## src/rtl/extrema_detector.sv

```systemverilog
// Peak/trough detector with hysteresis, minimum inter-event gap, saturating event counters
// and peak-to-peak period measurement over the valid-sample stream.
module extrema_detector #(
    parameter int DATA_W   = 10,
    parameter int CNT_W    = 10,
    parameter int PERIOD_W = 16,
    parameter int HYST     = 8,
    parameter int MIN_GAP  = 4
) (
    input  logic                clk,
    input  logic                reset,
    input  logic                clear,
    input  logic                sample_valid,
    input  logic [DATA_W-1:0]   sample,
    output logic                peak_pulse,
    output logic                trough_pulse,
    output logic [DATA_W-1:0]   peak_value,
    output logic [DATA_W-1:0]   trough_value,
    output logic [CNT_W-1:0]    num_peaks,
    output logic [CNT_W-1:0]    num_troughs,
    output logic [PERIOD_W-1:0] period,
    output logic                period_valid
);

    // since_evt only needs to reach MIN_GAP; one spare bit keeps the saturation point above it
    localparam int GAP_W = $clog2(MIN_GAP + 2) + 1;
    localparam logic [DATA_W:0] HYST_X  = (DATA_W+1)'(HYST);
    localparam logic [GAP_W:0]  GAP_REQ = (GAP_W+1)'(MIN_GAP);

    typedef enum logic [1:0] {
        INIT,
        RISING,
        FALLING
    } state_t;

    state_t              state_q, state_d;
    logic                primed_q, primed_d;
    logic [DATA_W-1:0]   run_max_q, run_max_d;
    logic [DATA_W-1:0]   run_min_q, run_min_d;
    logic [GAP_W-1:0]    since_evt_q, since_evt_d;
    logic                evt_seen_q, evt_seen_d;
    logic [PERIOD_W-1:0] since_pk_q, since_pk_d;
    logic                pk_seen_q, pk_seen_d;
    logic                peak_pulse_q, peak_pulse_d;
    logic                trough_pulse_q, trough_pulse_d;
    logic [DATA_W-1:0]   peak_value_q, peak_value_d;
    logic [DATA_W-1:0]   trough_value_q, trough_value_d;
    logic [CNT_W-1:0]    num_peaks_q, num_peaks_d;
    logic [CNT_W-1:0]    num_troughs_q, num_troughs_d;
    logic [PERIOD_W-1:0] period_q, period_d;
    logic                period_valid_q, period_valid_d;

    logic [DATA_W-1:0]   max_upd, min_upd;
    logic                rise, drop, gap_ok;

    // Widened by one bit so sample+HYST and run_min+HYST cannot wrap
    assign max_upd = (sample > run_max_q) ? sample : run_max_q;
    assign min_upd = (sample < run_min_q) ? sample : run_min_q;
    assign rise    = {1'b0, sample} >= ({1'b0, min_upd} + HYST_X);
    assign drop    = ({1'b0, sample} + HYST_X) <= {1'b0, max_upd};
    assign gap_ok  = !evt_seen_q || (({1'b0, since_evt_q} + (GAP_W+1)'(1)) >= GAP_REQ);

    always_ff @(posedge clk or posedge reset) begin
        if (reset) begin
            state_q        <= INIT;
            primed_q       <= 1'b0;
            run_max_q      <= '0;
            run_min_q      <= '0;
            since_evt_q    <= '0;
            evt_seen_q     <= 1'b0;
            since_pk_q     <= '0;
            pk_seen_q      <= 1'b0;
            peak_pulse_q   <= 1'b0;
            trough_pulse_q <= 1'b0;
            peak_value_q   <= '0;
            trough_value_q <= '0;
            num_peaks_q    <= '0;
            num_troughs_q  <= '0;
            period_q       <= '0;
            period_valid_q <= 1'b0;
        end else if (clear) begin
            state_q        <= INIT;
            primed_q       <= 1'b0;
            run_max_q      <= '0;
            run_min_q      <= '0;
            since_evt_q    <= '0;
            evt_seen_q     <= 1'b0;
            since_pk_q     <= '0;
            pk_seen_q      <= 1'b0;
            peak_pulse_q   <= 1'b0;
            trough_pulse_q <= 1'b0;
            peak_value_q   <= '0;
            trough_value_q <= '0;
            num_peaks_q    <= '0;
            num_troughs_q  <= '0;
            period_q       <= '0;
            period_valid_q <= 1'b0;
        end else begin
            state_q        <= state_d;
            primed_q       <= primed_d;
            run_max_q      <= run_max_d;
            run_min_q      <= run_min_d;
            since_evt_q    <= since_evt_d;
            evt_seen_q     <= evt_seen_d;
            since_pk_q     <= since_pk_d;
            pk_seen_q      <= pk_seen_d;
            peak_pulse_q   <= peak_pulse_d;
            trough_pulse_q <= trough_pulse_d;
            peak_value_q   <= peak_value_d;
            trough_value_q <= trough_value_d;
            num_peaks_q    <= num_peaks_d;
            num_troughs_q  <= num_troughs_d;
            period_q       <= period_d;
            period_valid_q <= period_valid_d;
        end
    end

    always_comb begin
        state_d        = state_q;
        primed_d       = primed_q;
        run_max_d      = run_max_q;
        run_min_d      = run_min_q;
        since_evt_d    = since_evt_q;
        evt_seen_d     = evt_seen_q;
        since_pk_d     = since_pk_q;
        pk_seen_d      = pk_seen_q;
        peak_pulse_d   = 1'b0;
        trough_pulse_d = 1'b0;
        peak_value_d   = peak_value_q;
        trough_value_d = trough_value_q;
        num_peaks_d    = num_peaks_q;
        num_troughs_d  = num_troughs_q;
        period_d       = period_q;
        period_valid_d = period_valid_q;

        if (sample_valid) begin
            since_evt_d = (since_evt_q == '1) ? since_evt_q : since_evt_q + GAP_W'(1);
            since_pk_d  = (since_pk_q == '1) ? since_pk_q : since_pk_q + PERIOD_W'(1);

            unique case (state_q)
                INIT: begin
                    if (!primed_q) begin
                        primed_d  = 1'b1;
                        run_max_d = sample;
                        run_min_d = sample;
                    end else begin
                        run_max_d = max_upd;
                        run_min_d = min_upd;
                        if (rise) begin
                            state_d   = RISING;
                            run_max_d = sample;
                        end else if (drop) begin
                            state_d   = FALLING;
                            run_min_d = sample;
                        end
                    end
                end
                RISING: begin
                    run_max_d = max_upd;
                    if (drop && gap_ok) begin
                        peak_value_d = max_upd;
                        peak_pulse_d = 1'b1;
                        num_peaks_d  = (num_peaks_q == '1) ? num_peaks_q : num_peaks_q + CNT_W'(1);
                        state_d      = FALLING;
                        run_min_d    = sample;
                        since_evt_d  = '0;
                        evt_seen_d   = 1'b1;
                        since_pk_d   = '0;
                        pk_seen_d    = 1'b1;
                        if (pk_seen_q) begin
                            period_d       = (since_pk_q == '1) ? since_pk_q : since_pk_q + PERIOD_W'(1);
                            period_valid_d = 1'b1;
                        end
                    end
                end
                FALLING: begin
                    run_min_d = min_upd;
                    if (rise && gap_ok) begin
                        trough_value_d = min_upd;
                        trough_pulse_d = 1'b1;
                        num_troughs_d  = (num_troughs_q == '1) ? num_troughs_q : num_troughs_q + CNT_W'(1);
                        state_d        = RISING;
                        run_max_d      = sample;
                        since_evt_d    = '0;
                        evt_seen_d     = 1'b1;
                    end
                end
                default: state_d = INIT;
            endcase
        end
    end

    assign peak_pulse   = peak_pulse_q;
    assign trough_pulse = trough_pulse_q;
    assign peak_value   = peak_value_q;
    assign trough_value = trough_value_q;
    assign num_peaks    = num_peaks_q;
    assign num_troughs  = num_troughs_q;
    assign period       = period_q;
    assign period_valid = period_valid_q;

endmodule

```

## config.mk

```make
export PLATFORM = sky130hd
export DESIGN_NAME = extrema_detector
export DESIGN_NICKNAME = d
export VERILOG_FILES = /design/src/rtl/extrema_detector.sv
export SDC_FILE = /design/constraint.sdc
export NUM_CORES = 1
export LEC_CHECK = 0
export BUFFER_PORTS_ARGS = -buffer_cell sky130_fd_sc_hd__buf_2
export CAP_MARGIN = 20
export CORE_ASPECT_RATIO = 1.75
export CORE_MARGIN = 2
export CORE_UTILIZATION = 30
export DETAILED_ROUTE_END_ITERATION = 7
export GPL_TIMING_DRIVEN = 0
export SLEW_MARGIN = 20
export SYNTH_ARGS = -nofsm -noshare
export SYNTH_HDL_FRONTEND = slang
export SYNTH_SLANG_ARGS = --single-unit
```

## constraint.sdc

```tcl
create_clock -name clk -period 5.6 [get_ports clk]
set_input_delay 0.56 -clock clk [delete_from_list [all_inputs] [get_ports clk]]
set_output_delay 0.56 -clock clk [all_outputs]
set_load 0.02 [all_outputs]
```

Word-level counts from Yosys, hierarchy flattened --
Cells that the tools add are included.
Word-level totals: word-level logic and storage cells 145, flip-flop bits (word level) 104, output and inout bits 59, input bits 14
Cells by class: reduce and logical (&&, ||, !) cells 24, eq/ne operators 12, add/sub/neg operators 7, multiplexer cells 81, $lt $le $gt $ge 5
Operators with widths (number):
- 10-bit two-way mux | 31
- 16-bit two-way mux | 10
- 10-bit one-hot mux with 3 select lines | 2
- 1-bit two-way mux | 23
- 10-bit by 4-bit adder with 11-bit output (second input constant) | 2
- 10-bit by 1-bit adder with 10-bit output (second input constant) | 2
- 10-bit == test (second input constant) | 2
- 4-bit two-way mux | 5
- 16-bit by 1-bit adder with 16-bit output (second input constant) | 1
- 16-bit == test (second input constant) | 1
- 4-bit AND reduction | 4
- 2-bit two-way mux | 7
- 2-bit nonzero test | 7
- 3-bit AND reduction | 4
- 10-bit by 11-bit >= comparator with 1-bit output | 1
- 11-bit by 10-bit less-or-equal comparator with 1-bit output | 1
- 10-bit > comparator | 1
- 10-bit less-than comparator | 1
- 3-bit inequality test (second input constant) | 3
- 4-bit one-hot mux with 2 select lines | 1
- 2-bit one-hot mux with 3 select lines | 1
- 4-bit by 1-bit adder with 5-bit output (second input constant) | 1
- 5-bit by 3-bit >= comparator with 1-bit output (second input constant) | 1
- 5-bit AND reduction | 1
- other kinds (14) | 16

Longest topological paths before layout --
depth after elaboration 9, mapped depth 22

Worst setup path before layout --
No wires, ideal clock.
path kind input-to-reg, from in sample[7], to reg run_max_q[0], library setup time 0.121 ns, stages on the path 19, buffers on the path 2, path slack 0.873 ns, data arrival time 4.606 ns, cells stage by stage ha_1 a211oi_2 nor2_1 or3_1 buf_6 nor2_1 buf_2 o21ai_0 ha_1 nand3_1 xnor2_1 ha_1 a2111oi_0 o21a_1 o21ai_1 o211a_4 a211oi_4 o32ai_1 a22o_1
On the way: longest elaborated chain between the ends 9
RTL lines:
- start: declaration | RTL line 14 | input logic [DATA_W-1:0] sample,
- 10-bit less-than comparator | RTL line 58 | assign min_upd = (sample < run_min_q) ? sample : run_min_q;
- 10-bit two-way mux | RTL line 58
- 10-bit by 4-bit adder with 11-bit output | RTL line 59 | assign rise = {1'b0, sample} >= ({1'b0, min_upd} + HYST_X);
- 10-bit by 11-bit >= comparator with 1-bit output | RTL line 59
- 10-bit two-way mux | RTL line 149 | if (rise) begin
- 10-bit two-way mux | RTL line 142 | if (!primed_q) begin
- 10-bit one-hot mux with 3 select lines | RTL line 140 | unique case (state_q)
- 10-bit two-way mux | RTL line 136 | if (sample_valid) begin
- 10-bit two-way mux | RTL line 81 | end else if (clear) begin
- end signal: assignment | RTL line 101 | run_max_q <= run_max_d;
- end: declaration | RTL line 38 | logic [DATA_W-1:0] run_max_q, run_max_d;
Several ways; a longest one is shown, not always the timed one. The select of a mux whose other input is x is not followed. A chain may end at the register's enable or synchronous reset.

Final worst setup path --
from reg run_min_q[7], to reg run_max_q[6]
On the way: longest elaborated chain between the ends 9
RTL lines:
- start: declaration | RTL line 39 | logic [DATA_W-1:0] run_min_q, run_min_d;
- start signal: assignment | RTL line 102 | run_min_q <= run_min_d;
- 10-bit less-than comparator | RTL line 58
- 10-bit two-way mux * | RTL line 58
- 10-bit by 4-bit adder with 11-bit output * | RTL line 59
- 10-bit by 11-bit >= comparator with 1-bit output * | RTL line 59
- 10-bit two-way mux | RTL line 149
- 10-bit two-way mux | RTL line 142
- 10-bit one-hot mux with 3 select lines | RTL line 140
- 10-bit two-way mux | RTL line 136
- 10-bit two-way mux | RTL line 81
Mark *: on every way between the ends. The rest lies on a longest branch, timed or not. The select of a mux whose other input is x is not followed.

==> impl_metrics.csv <==
group,metric,value,unit
run_status,status,"completed",
synth,postSynthCellCount,814,
clock_network,clockBufferDepth,2,
critical_path,cp.arrival,5.56,ns
timing,hold_viol_final,0,
synth,ys_seq_elements,104,
clock_network,cts_inserted_buffers,9,
floorplanning,ios,73,
worst_hold_path,hp-class,"in2async",
routing,drtPass1Iterations,5,
grt,grt_start_max_net_pins,72,
critical_path,critPathLaunch,"run_min_q[7]$_DFFE_PP0P_",
routing,viasPerCell,5.61,
synth,yosysSeqAreaShare,0.362,
synth,synth_cell_types,72,
floorplanning,die_x,121,µm
clock_network,cts-root-buf,"clkbuf_16",
synth,syn_nets,877,
routing,drc,0,
synth,synth-edff-count,0,
critical_path,end_kind,"flop",
grt,grt_pass1_wl,36100,µm
final_layout,design_area,0.00832,mm²
final_layout,instances_no_fill,1212,
floorplanning,die_h,209,µm
synth,synth_warnings,0,
synth,ys.flop_type,"dfrtp_1",
grt,grt_use_total,0.182,
timing,setup_violations,0,
routing,wl_per_cell,18.7,µm
routing,vias,6800,
flow_run,drv_cap,0,
final_layout,fillers,2469,
floorplanning,start_util,0.303,
final_layout,drive_gt1_frac,0.160,
routing,wl,22700,µm
clock_network,cts.clk_slew.worst_paths,0.08,ns
synth,synth.top_cells.by_area,"dfrtp_1 (36%), ha_1 (8.5%), a21oi_1 (4.6%)",
place,dpl.hpwl,17600,µm
clock_network,clock-sinks,104,
synth,async_reset_ff_frac,1.00,
synth,syn_area_per_cell,8.84,µm²
place,dp_cells,1195,
final_layout,n_antenna_cell,0,
critical_path,reg2reg_from,"run_min_q[7]$_DFFE_PP0P_",
timing,rsz0062_at_grt,"no",
place,gp_congestion,0.921,
critical_path,cp.required,5.89,ns
final_layout,nets,962,
place,pre_cts_ws,-0.584,ns
synth,netlist.area_leader.share,0.362,
place,place_area,0.00797,mm²
clock_network,htreeDepth,3,
grt,grt_pass1_vias,6662,
synth,syn-cell-area,0.00719,mm²
final_layout,final_cell_mix,"dfrtp_1 (103), nor2_1 (84), buf_2 (84)",
timing,fin_ws,0.329,ns
floorplanning,core.rowCount,75,
floorplanning,core_area,0.0237,mm²
power,max-vdd-ir-drop,184,µV
floorplanning,dieArea,0.0253,mm²
power,p_leak,3.54,nW
timing,slew_viol_final,0,
final_layout,areaGrowthSynthToFinish,15.7,%
critical_path,critPathLaunchType,"flop",
grt,grt_antenna_before_repair,0,
place,io_buffers,72,
critical_path,path_max_fanout,10,
clock_network,insertion_delay,0.36,ns
timing,skew,0.0190,ns
grt,grt_overflow,0,
timing,fmax,190,MHz
synth,post-synth-top-area-cell,"dfrtp_1",
power,power_density,398,mW/mm²
timing,relSlewSlack,0.512,
final_layout,final_common_cell,"dfrtp_1",
final_layout,final_util,0.351,
routing,final_antenna_net_count,0,
timing,period_share,0.941,
timing,final.min_clock_period,5.27,ns
timing,tightest_slew,0.732,ns
routing,drt_iter0_drc,440,
clock_network,cts_tree,"done",
clock_network,hold_buffers,0,
critical_path,worstSetupPathType,"reg2reg",
[where the power goes]
| group | switching (mW) | total [mW] | internal [mW] |
|---|---|---|---|
| logic | 1.13 | 1.75 | 0.619 |
| clock network | 0.310 | 0.629 | 0.318 |
| registers | 0.0895 | 0.934 | 0.844 |
[cells in the mapped netlist (4+ instances only)]
master and count:
o31ai_1 13, clkbuf_1 26, nor3_1 25, nor4_1 4, a21oi_1 66, a21oi_2 4, ha_1 49, buf_1 5
o211ai_1 4, mux2i_1 17, xor2_1 9, and4_1 5, o21a_1 4, nand2b_1 4, o21ai_0 23, a21o_1 6
a22o_1 15, nor2_1 85, a211oi_2 5, nand4_1 14, nand2_1 55, o32ai_1 5, a31oi_1 8, nand3b_1 4
a211oi_1 39, xnor2_1 14, buf_2 14, or3_1 10, mux2_2 5, and3_1 7, a311oi_1 4, dfrtp_1 104
or4_1 12, a221oi_1 10, nor3b_1 6, inv_1 42, nand3_1 40
[routing by layer]
metal  GRT usage  up-vias  share of wire
met5           0        -              0
met4       0.139        0          0.075
met3      0.0202       79          0.039
met2       0.316      216           0.51
met1       0.199     3285           0.37
li1            -     3220              -
[flip-flops by register name, indices dropped and copies added, names as in the netlist, 10 cells and up]
register / cells
num_peaks: 10
trough_value: 10
run_min_q: 10
num_troughs: 10
run_max_q: 10
peak_value: 10
since_pk_q: 16
period: 16
[layout make-up]
type,instances,area (µm²),area share
timing repair buffer,74,408,0.0490
buffer,47,211,0.0254
multi-input combinational,619,4260,0.512
clock buffer,11,243,0.0292
inverter,44,170,0.0204
clock inverter,5,38.8,0.00466
tap,308,385,0.0463
sequential,104,2600,0.313
[cell families (layout without fill, tap and decap cells)]
| group | count (synthesis) | after routing | share of synthesized area |
|---|---|---|---|
| AO/OA/AOI/OAI | 239 | 239 | 0.242 |
| XOR/XNOR | 23 | 23 | 0.0280 |
| adder cells (fa/ha/maj) | 49 | 49 | 0.0852 |
| buffers and inverters | 91 | 181 | 0.0515 |
| flip-flops | 104 | 104 | 0.362 |
| multiplexers | 22 | 22 | 0.0315 |
| AND/OR/NAND/NOR | 286 | 286 | 0.200 |
[repair_timing]
action,in CTS,in global routing
endpoints found under the hold margin,0,0
gates resized for setup,4,11
setup endpoints to repair,45,42
setup buffers,1,0
pin swaps,1,1
[critical path, cell delays in order (launching register included)]
cell and delay [ns]:
dfrtp_1 0.43, inv_1 0.14, ha_1 0.34, a211oi_2 0.23, nor2_1 0.11, or3_1 0.33, buf_6 0.15, nor2_2 0.26
clkbuf_4 0.29, mux2i_1 0.28, nand3_1 0.16, xnor2_2 0.23, ha_1 0.30, a2111oi_2 0.44, o21a_1 0.20, o21a_1 0.26
a211oi_2 0.13, o32ai_4 0.46, o21a_2 0.31, a22o_1 0.17
[per-stage QoR]
stage	setup TNS [ns]	hold WS [ns]	power, mW
after floorplan	0	0.458	2.15
after global placement	-16.52	0.472	2.60
after detailed placement	-17.90	0.490	2.63
after CTS	0	0.179	3.28
after global routing	0	0.204	3.55
final	0	0.172	3.31
[worst paths after layout]
kind | endpoint | slack (ns) | cells after the start
worst min-delay path | num_troughs[2]$_DFFE_PP0P_ | 0.17 | 2
min in group clk | period[14]$_DFFE_PP0P_ | 0.50 | 1
worst max-delay path | run_max_q[6]$_DFFE_PP0P_ | 0.33 | 19
worst min register to register | period[14]$_DFFE_PP0P_ | 0.50 | 1
worst max register to register | run_max_q[6]$_DFFE_PP0P_ | 0.33 | 19
max in group asynchronous | since_pk_q[15]$_DFFE_PP0N_ | 4.73 | 3
(Power assumes the default switching activity.)
